==> src/rtl/playlist_ctrl.sv <==
// rtl/playlist_ctrl.sv - playlist sequencer for a song ROM / note player
//
// Purpose: drives song index, play enable and player reload strobe from
// one-cycle front-panel pulses and the player's song_done level.
// Supports N songs, next/prev, pause/resume and four playback modes.
//
// Ports:
//   clk          in   system clock, rising edge
//   reset        in   synchronous active-low reset
//   play_button  in   pulse: play / pause toggle
//   next         in   pulse: skip forward
//   prev         in   pulse: skip back
//   mode         in   00 stop-at-end, 01 loop-all, 10 repeat-one, 11 shuffle
//   song_done    in   level: current song finished
//   play         out  registered: player runs
//   song         out  registered current song index
//   reset_play   out  registered: player reloads song start
module playlist_ctrl #(
    parameter int         NUM_SONGS = 4,
    parameter int         SONG_W    = 2,
    parameter logic [7:0] LFSR_SEED = 8'hA5
) (
    input  logic              clk,
    input  logic              reset,
    input  logic              play_button,
    input  logic              next,
    input  logic              prev,
    input  logic [1:0]        mode,
    input  logic              song_done,
    output logic              play,
    output logic [SONG_W-1:0] song,
    output logic              reset_play
);

    localparam logic [1:0] S_IDLE  = 2'd0;
    localparam logic [1:0] S_LOAD  = 2'd1;
    localparam logic [1:0] S_PLAY  = 2'd2;
    localparam logic [1:0] S_PAUSE = 2'd3;

    localparam logic [1:0] M_STOP   = 2'b00;
    localparam logic [1:0] M_LOOP   = 2'b01;
    localparam logic [1:0] M_REPEAT = 2'b10;
    localparam logic [1:0] M_SHUF   = 2'b11;

    // Divisor guarded so a single-song build never divides by zero;
    // with one song every pick collapses to 0 anyway.
    localparam int            SHUF_DIV = (NUM_SONGS > 1) ? NUM_SONGS - 1 : 1;
    localparam logic [7:0]    DIV8     = 8'(SHUF_DIV);
    localparam logic [9:0]    NS10     = 10'(NUM_SONGS);
    localparam logic [SONG_W:0] LAST   = (SONG_W + 1)'(NUM_SONGS - 1);

    logic [1:0]        state_q, state_d;
    logic [SONG_W-1:0] song_q, song_d;
    logic              play_q, play_d;
    logic              reset_play_q, reset_play_d;
    logic [7:0]        lfsr_q, lfsr_d;

    logic [SONG_W:0]   song_ext;
    logic              at_last;
    logic [SONG_W-1:0] song_fwd;
    logic [SONG_W-1:0] song_back;
    logic [7:0]        lfsr_rem;
    logic [9:0]        shuf_sum;
    logic [SONG_W-1:0] song_shuf;
    logic [SONG_W-1:0] song_skip;

    // Fibonacci LFSR, taps 8,6,5,4; a nonzero seed never reaches zero.
    assign lfsr_d = {lfsr_q[6:0], lfsr_q[7] ^ lfsr_q[5] ^ lfsr_q[4] ^ lfsr_q[3]};

    assign song_ext  = {1'b0, song_q};
    assign at_last   = (song_ext == LAST);
    assign song_fwd  = at_last ? '0 : song_q + 1'b1;
    assign song_back = (song_q == '0) ? LAST[SONG_W-1:0] : song_q - 1'b1;

    // Offset of 1..NUM_SONGS-1 from the current song, so the pick can
    // never repeat the song that is playing.
    assign lfsr_rem  = lfsr_q % DIV8;
    assign shuf_sum  = 10'(song_q) + 10'd1 + 10'(lfsr_rem);
    assign song_shuf = SONG_W'(shuf_sum % NS10);

    assign song_skip = (mode == M_SHUF) ? song_shuf : song_fwd;

    always_comb begin
        state_d = state_q;
        song_d  = song_q;
        case (state_q)
            S_IDLE: begin
                if (next) begin
                    song_d  = song_skip;
                    state_d = S_LOAD;
                end else if (prev) begin
                    song_d  = song_back;
                    state_d = S_LOAD;
                end else if (play_button) begin
                    state_d = S_LOAD;
                end
            end
            S_LOAD: begin
                state_d = S_PLAY;
            end
            S_PLAY: begin
                if (song_done) begin
                    case (mode)
                        M_STOP: begin
                            if (at_last) begin
                                song_d  = '0;
                                state_d = S_IDLE;
                            end else begin
                                song_d  = song_fwd;
                                state_d = S_LOAD;
                            end
                        end
                        M_LOOP: begin
                            song_d  = song_fwd;
                            state_d = S_LOAD;
                        end
                        M_REPEAT: begin
                            state_d = S_LOAD;
                        end
                        default: begin
                            song_d  = song_shuf;
                            state_d = S_LOAD;
                        end
                    endcase
                end else if (next) begin
                    song_d  = song_skip;
                    state_d = S_LOAD;
                end else if (prev) begin
                    song_d  = song_back;
                    state_d = S_LOAD;
                end else if (play_button) begin
                    state_d = S_PAUSE;
                end
            end
            S_PAUSE: begin
                if (next) begin
                    song_d  = song_skip;
                    state_d = S_LOAD;
                end else if (prev) begin
                    song_d  = song_back;
                    state_d = S_LOAD;
                end else if (play_button) begin
                    state_d = S_PLAY;
                end
            end
            default: begin
                state_d = S_IDLE;
            end
        endcase
    end

    // Outputs are a registered decode of the next state so they line up
    // with state_q after the edge.
    assign play_d       = (state_d == S_PLAY);
    assign reset_play_d = (state_d == S_IDLE) || (state_d == S_LOAD);

    always_ff @(posedge clk) begin
        if (!reset) begin
            state_q      <= S_IDLE;
            song_q       <= '0;
            play_q       <= 1'b0;
            reset_play_q <= 1'b1;
            lfsr_q       <= LFSR_SEED;
        end else begin
            state_q      <= state_d;
            song_q       <= song_d;
            play_q       <= play_d;
            reset_play_q <= reset_play_d;
            lfsr_q       <= lfsr_d;
        end
    end

    assign play       = play_q;
    assign song       = song_q;
    assign reset_play = reset_play_q;

endmodule

==> config.mk <==
export PLATFORM = sky130hd
export DESIGN_NAME = playlist_ctrl
export DESIGN_NICKNAME = d
export VERILOG_FILES = /design/src/rtl/playlist_ctrl.sv
export SDC_FILE = /design/constraint.sdc
export NUM_CORES = 1
export LEC_CHECK = 0
export CAP_MARGIN = 20
export CORE_UTILIZATION = 55
export DETAILED_ROUTE_END_ITERATION = 16
export PLACE_DENSITY = 0.75
export SLEW_MARGIN = 10
export SYNTH_ARGS = -nofsm -noshare
export SYNTH_HDL_FRONTEND = slang
export SYNTH_SLANG_ARGS = --single-unit
==> constraint.sdc <==
create_clock -name clk -period 4.05 [get_ports clk]
set_input_delay 1.215 -clock clk [delete_from_list [all_inputs] [get_ports clk]]
set_output_delay 1.215 -clock clk [all_outputs]
set_load 0.05 [all_outputs]
# After elaboration in Yosys (flattened, before gate mapping)
# Cells that the tools add are included.
[totals] register_bits=14 wordCells=53 out_inout_bits=4 in_bits=8
[op_classes] mux=22 eq_ne=10 reduce_logical=8 bitwise_logic=3 div=1 addsub=4
[op_table] op="$mux 2" n=18
[op_table] op="$eq 2x2->1 const B" n=6
[op_table] op="$logic_not 2->1" n=4
[op_table] op="$mod 8x2->8 const B" n=1
[op_table] op="$pmux 2 s4" n=1
[op_table] op="$eq 2x1->1 const B" n=3
[op_table] op="$pmux 2 s3" n=1
[op_table] op="$add 2x1->2 const B" n=2
[op_table] op="$pmux 2 s2" n=1
[op_table] op="$ne 3x3->1 const B" n=1
[op_table] op="$xor 1x1->1" n=3
[op_table] op="$add 2x2->2" n=1
[op_table] op="$reduce_and 2->1" n=1
[op_table] op="$reduce_bool 2->1" n=1
[op_table] op="$reduce_or 2->1" n=1
[op_table] op="$sub 2x1->2 const B" n=1
[op_table] op="$logic_or 1x1->1" n=1
[op_table] op="$mux 1" n=1

# Logic depth before layout (Yosys ltp)
# Gate-level depths: netlist of the first run.
[logic_depth] depth_word=7 depth_mapped=20 depth_no_buf=19

# Worst setup path after synthesis of the first run
# Ideal clock, no wire load.
[synth_timing] path_type="register to register" from="register lfsr_q[7]" to="register song_q[1] (netlist: song[1])" path_slack_ps=698 path_buffers=1 path_stages_with_launch=19 period_less_slack_ps=3352 t_arrival_ps=3259 setup_ps=92 t_required_ps=3958 path_cell_list="dfxtp_1 -> buf_6 -> or4bb_1 -> a21oi_1 -> o22ai_1 -> nand2_2 -> ha_1 -> inv_1 -> nand4_1 -> o21ai_2 -> ha_1 -> nor4bb_1 -> o2bb2ai_2 -> xor2_1 -> ha_1 -> xnor2_1 -> xnor2_1 -> a41oi_1 -> o32ai_1"
[synth_between] elab_chain_cells=6 elab_cells_between_ends=7 cone_classes="1 x add/sub; 1 x div; 5 x mux"
[synth_rtl] item="start, declared" line_no="56" rtl="logic [7:0] lfsr_q, lfsr_d;"
[synth_rtl] item="start signal, assigned" line_no="169" rtl="lfsr_q <= lfsr_d;"
[synth_rtl] item="$mod 8x2->8 (*)" line_no="77" rtl="assign lfsr_rem = lfsr_q % DIV8;"
[synth_rtl] item="$add 2x2->2 (*)" line_no="78" rtl="assign shuf_sum = 10'(song_q) + 10'd1 + 10'(lfsr_rem);"
[synth_rtl] item="$mux 2" line_no="81" rtl="assign song_skip = (mode == M_SHUF) ? song_shuf : song_fwd;"
[synth_rtl] item="$mux 2" line_no="88" rtl="if (next) begin"
[synth_rtl] item="$mux 2" line_no="102" rtl="if (song_done) begin"
[synth_rtl] item="$pmux 2 s2 (*)" line_no="86" rtl="case (state_q)"
[synth_rtl] item="end signal, assigned" line_no="166" rtl="song_q <= song_d;"
[synth_rtl] item="end, declared" line_no="53" rtl="logic [SONG_W-1:0] song_q, song_d;"
# Every way passes the cells marked *; elsewhere a longest branch is shown, timed or not.
# A chain may end at the register's enable or synchronous reset.

# Worst setup path in the final report of the first run
# Ends and elaborated chain as after synthesis.

==> impl_metrics.csv, run 1 <==
group,metric,value,unit
final_layout,layout_common_cells,"dfxtp_1, clkdlybuf4s50_1, inv_1, nand2_1",
logic_synthesis,synthArstFlopShare,0,%
critical_path,crit_fanout,12,
logic_synthesis,syn-num-nets,149,
timing,hold_violations,0,
power,ir_drop,241,uV
timing,drv_slew,0,
critical_path,path_cells,"or4b_1 -> mux2i_1 -> o22ai_1 -> nand2_2 -> ha_1 -> inv_1 -> nand4_1 -> o21ai_2 -> ha_1 -> nor4bb_2 -> o2bb2ai_2 -> xor2_1 -> ha_1 -> xnor2_1 -> xnor2_1 -> a41oi_1 -> o32ai_1",
timing,setup_viol,0,
logic_synthesis,yosysUniqueCellTypes,47,
critical_path,crit_required,4.24,ns
timing,post-route-period-util,92.4,%
power,p_total,519,uW
logic_synthesis,synth_edf_count,0,
critical_path,cp_num_cells,17,
power,p_leak,0.496,nW
timing,tightest_slew,0.504,ns
timing,setup_slack,0.309,ns
run_status,status,"complete, no violations",
clock_network,cts_max_level,1,
timing,rsz0062_at_grt,"false",
final_layout,nNetsFinal,159,
floorplanning,die_w,46.4,um
detailed_routing,drt.antenna.violating_nets,0,
grt,antenna_found_initial,0,
logic_synthesis,ys_ff_latch,14,
job,max_cap_viol_count,0,
logic_synthesis,ys.flop_type,"dfxtp_1",
final_layout,area_delta_synth_final,13.7,%
floorplanning,die-area,2150,um2
critical_path,critPathMostFrequentCell,"ha_1",
floorplanning,io_pins,12,
timing,final.min_clock_period,3.74,ns
logic_synthesis,synth_seq_area_share,25.9,%
detailed_routing,first_iter_violations,16,
power,p_per_area,421,nW/um2
detailed_routing,first_pass_iters,4,
timing,final.setup.tns,0,ns
critical_path,critPathArrivalTime,3.93,ns
clock_network,clock-root-buffer,"clkbuf_4",
place,portBuffers,11,
logic_synthesis,syn_avg_cell_area,8.15,um2
logic_synthesis,ys_warn_count,0,
logic_synthesis,synth_area,1080,um2
place,dp_hpwl,1.60,mm
place,place_ws,0.330,ns
critical_path,crit_buf_inv,1,
detailed_routing,vias_per_cell,5.73,
logic_synthesis,postSynthCellCount,133,
grt,grt_pass1_vias,870,
grt,grt_overflow_total,0,
place,place_congestion,0.914,
clock_network,clock_sinks,14,
final_layout,diodes,0,
final_layout,final_area,1230,um2
detailed_routing,avgRoutedWirePerCell,12.5,um
clock_network,cts_buffers,3,
place,dpl.cell_count,163,
final_layout,layout_commonest_cell,"dfxtp_1",
floorplanning,rows,15,
critical_path,cp-start-kind,"flip-flop",
final_layout,drive_gt1_share,6.34,%
critical_path,cp-end-kind,"flip-flop",
grt,grt_pass1_wl,3.50,mm
timing,skew,0.00223,ns
timing,slew_headroom,66.3,%
min_path,min_path_type,"flip-flop to flip-flop",
clock_network,cts_tree,"built",
critical_path,crit_family,"simple AND/OR/NAND/NOR gates",
clock_network,holdBufCountCts,0,
clock_network,clkLatencyLatePin,0.28,ns
critical_path,cpMaxStageDelayCell,"or4b_1",
floorplanning,core,1780,um2
grt,grt_max_degree,14,
final_layout,multiInputGateArea,737,um2
floorplanning,start_util,60.8,%
grt,grt.total_usage,22.5,%
critical_path,reg2reg_depth,17,
clock_network,clk_pin_slew_worst_paths,0.08,ns
critical_path,max_stage_delay,0.58,ns
timing,clock.fmax,267,MHz
detailed_routing,drcViolationCount,0,
final_layout,final_cells,167,
clock_network,clockBufferDepth,2,
final_layout,fillers,150,
final_layout,regArea,280,um2
min_path,worstHoldPathCells,1,
place,dpl_cell_area,1190,um2
critical_path,critical_path_class,"flip-flop to flip-flop",
detailed_routing,drt_wl_total,2.09,mm
floorplanning,die_h,46.4,um
detailed_routing,num_vias,957,
routing by layer:
metal / vias to the layer above / track usage [%] / part of all wire (%)
li1: 502 / - / -
met1: 440 / 26.5 / 47
met2: 13 / 39.2 / 51
met3: 2 / 2.35 / 1.1
met4: 0 / 12.4 / 0.86
met5: - / 0 / 0
report_power, final:
part           leakage [nW]  internal [mW]  switching (mW)
combinational         0.359          0.109           0.128
sequential            0.117          0.155          0.0269
clock                0.0210         0.0547          0.0450
cells by family (layout without fill, tap and decap cells):
family / count (synthesis) / in the layout / share of synthesized area, %
flip-flops: 14 / 14 / 25.9
multiplexers: 2 / 2 / 1.85
adder cells (fa/ha/maj): 8 / 8 / 9.24
buffers and inverters: 16 / 25 / 6.70
AND/OR/NAND/NOR: 51 / 51 / 27.7
AO/OA/AOI/OAI: 35 / 35 / 23.0
XOR/XNOR: 7 / 7 / 5.66
what timing repair did:
item | 4_1_cts | 5_1_grt
buffers inserted | 0 | 0
hold endpoints to repair | 0 | 0
gates resized for setup | 0 | 1
endpoints found under the setup margin | 0 | 1
state kept, by name (all words and copies together) (netlist names):
signal	count
lfsr_q	8
reset_play	1
play	1
state_q	2
song	2
cell usage after synthesis, types with 2 or more instances:
cell | instances | area [um2]
nand2_1 | 9 | 33.8
ha_1 | 8 | 100
dfxtp_1 | 14 | 280
nor3_1 | 4 | 20.0
o211a_1 | 2 | 20.0
and2_1 | 5 | 31.3
o32a_1 | 2 | 20.0
nor2b_1 | 4 | 25.0
nand2b_1 | 5 | 31.3
nor2_1 | 7 | 26.3
buf_2 | 3 | 15.0
xor2_1 | 4 | 35.0
a31oi_1 | 2 | 12.5
o311ai_0 | 2 | 17.5
o22ai_1 | 2 | 12.5
xnor2_1 | 3 | 26.3
nor3b_1 | 2 | 15.0
a21oi_1 | 8 | 40.0
a211oi_1 | 2 | 15.0
o21ai_0 | 6 | 30.0
nand3_1 | 3 | 15.0
inv_1 | 9 | 33.8
mux2i_1 | 2 | 20.0
nand3b_1 | 2 | 15.0
through the flow:
step                      util (%)  hold WS, ns
after global routing          69.1        0.558
after floorplan                  -        0.478
final                         69.1        0.534
after global placement        66.7        0.522
after CTS                     68.8        0.539
after detailed placement      66.7        0.521
path summary, 6_finish.rpt:
check | from | to | slack (ns)
worst max-delay path | lfsr_q[7] | song[1] | 0.31
worst min-delay path | lfsr_q[1] | lfsr_q[2] | 0.53
worst max register to register | lfsr_q[7] | song[1] | 0.31
worst min register to register | lfsr_q[1] | lfsr_q[2] | 0.53
area by class of cell:
type                       count  share of cell area [%]
multi-input combinational    103                    59.8
sequential                    14                    22.7
timing repair buffer          11                    8.93
inverter                      10                    3.05
clock buffer                   4                    2.94
tap                           25                    2.54
(Power assumes the default switching activity.)
==> inputs of run 2 (changes only) <==
--- a/config.mk
+++ b/config.mk
@@ -5,6 +5,7 @@
 export SDC_FILE = /design/constraint.sdc
 export NUM_CORES = 1
 export LEC_CHECK = 0
+export ABC_CLOCK_PERIOD_IN_PS = 4050
 export CAP_MARGIN = 20
 export CORE_UTILIZATION = 55
 export DETAILED_ROUTE_END_ITERATION = 16
==> results of run 2 <==
No change in the layout: final DEF, timing and power equal those of run 1.
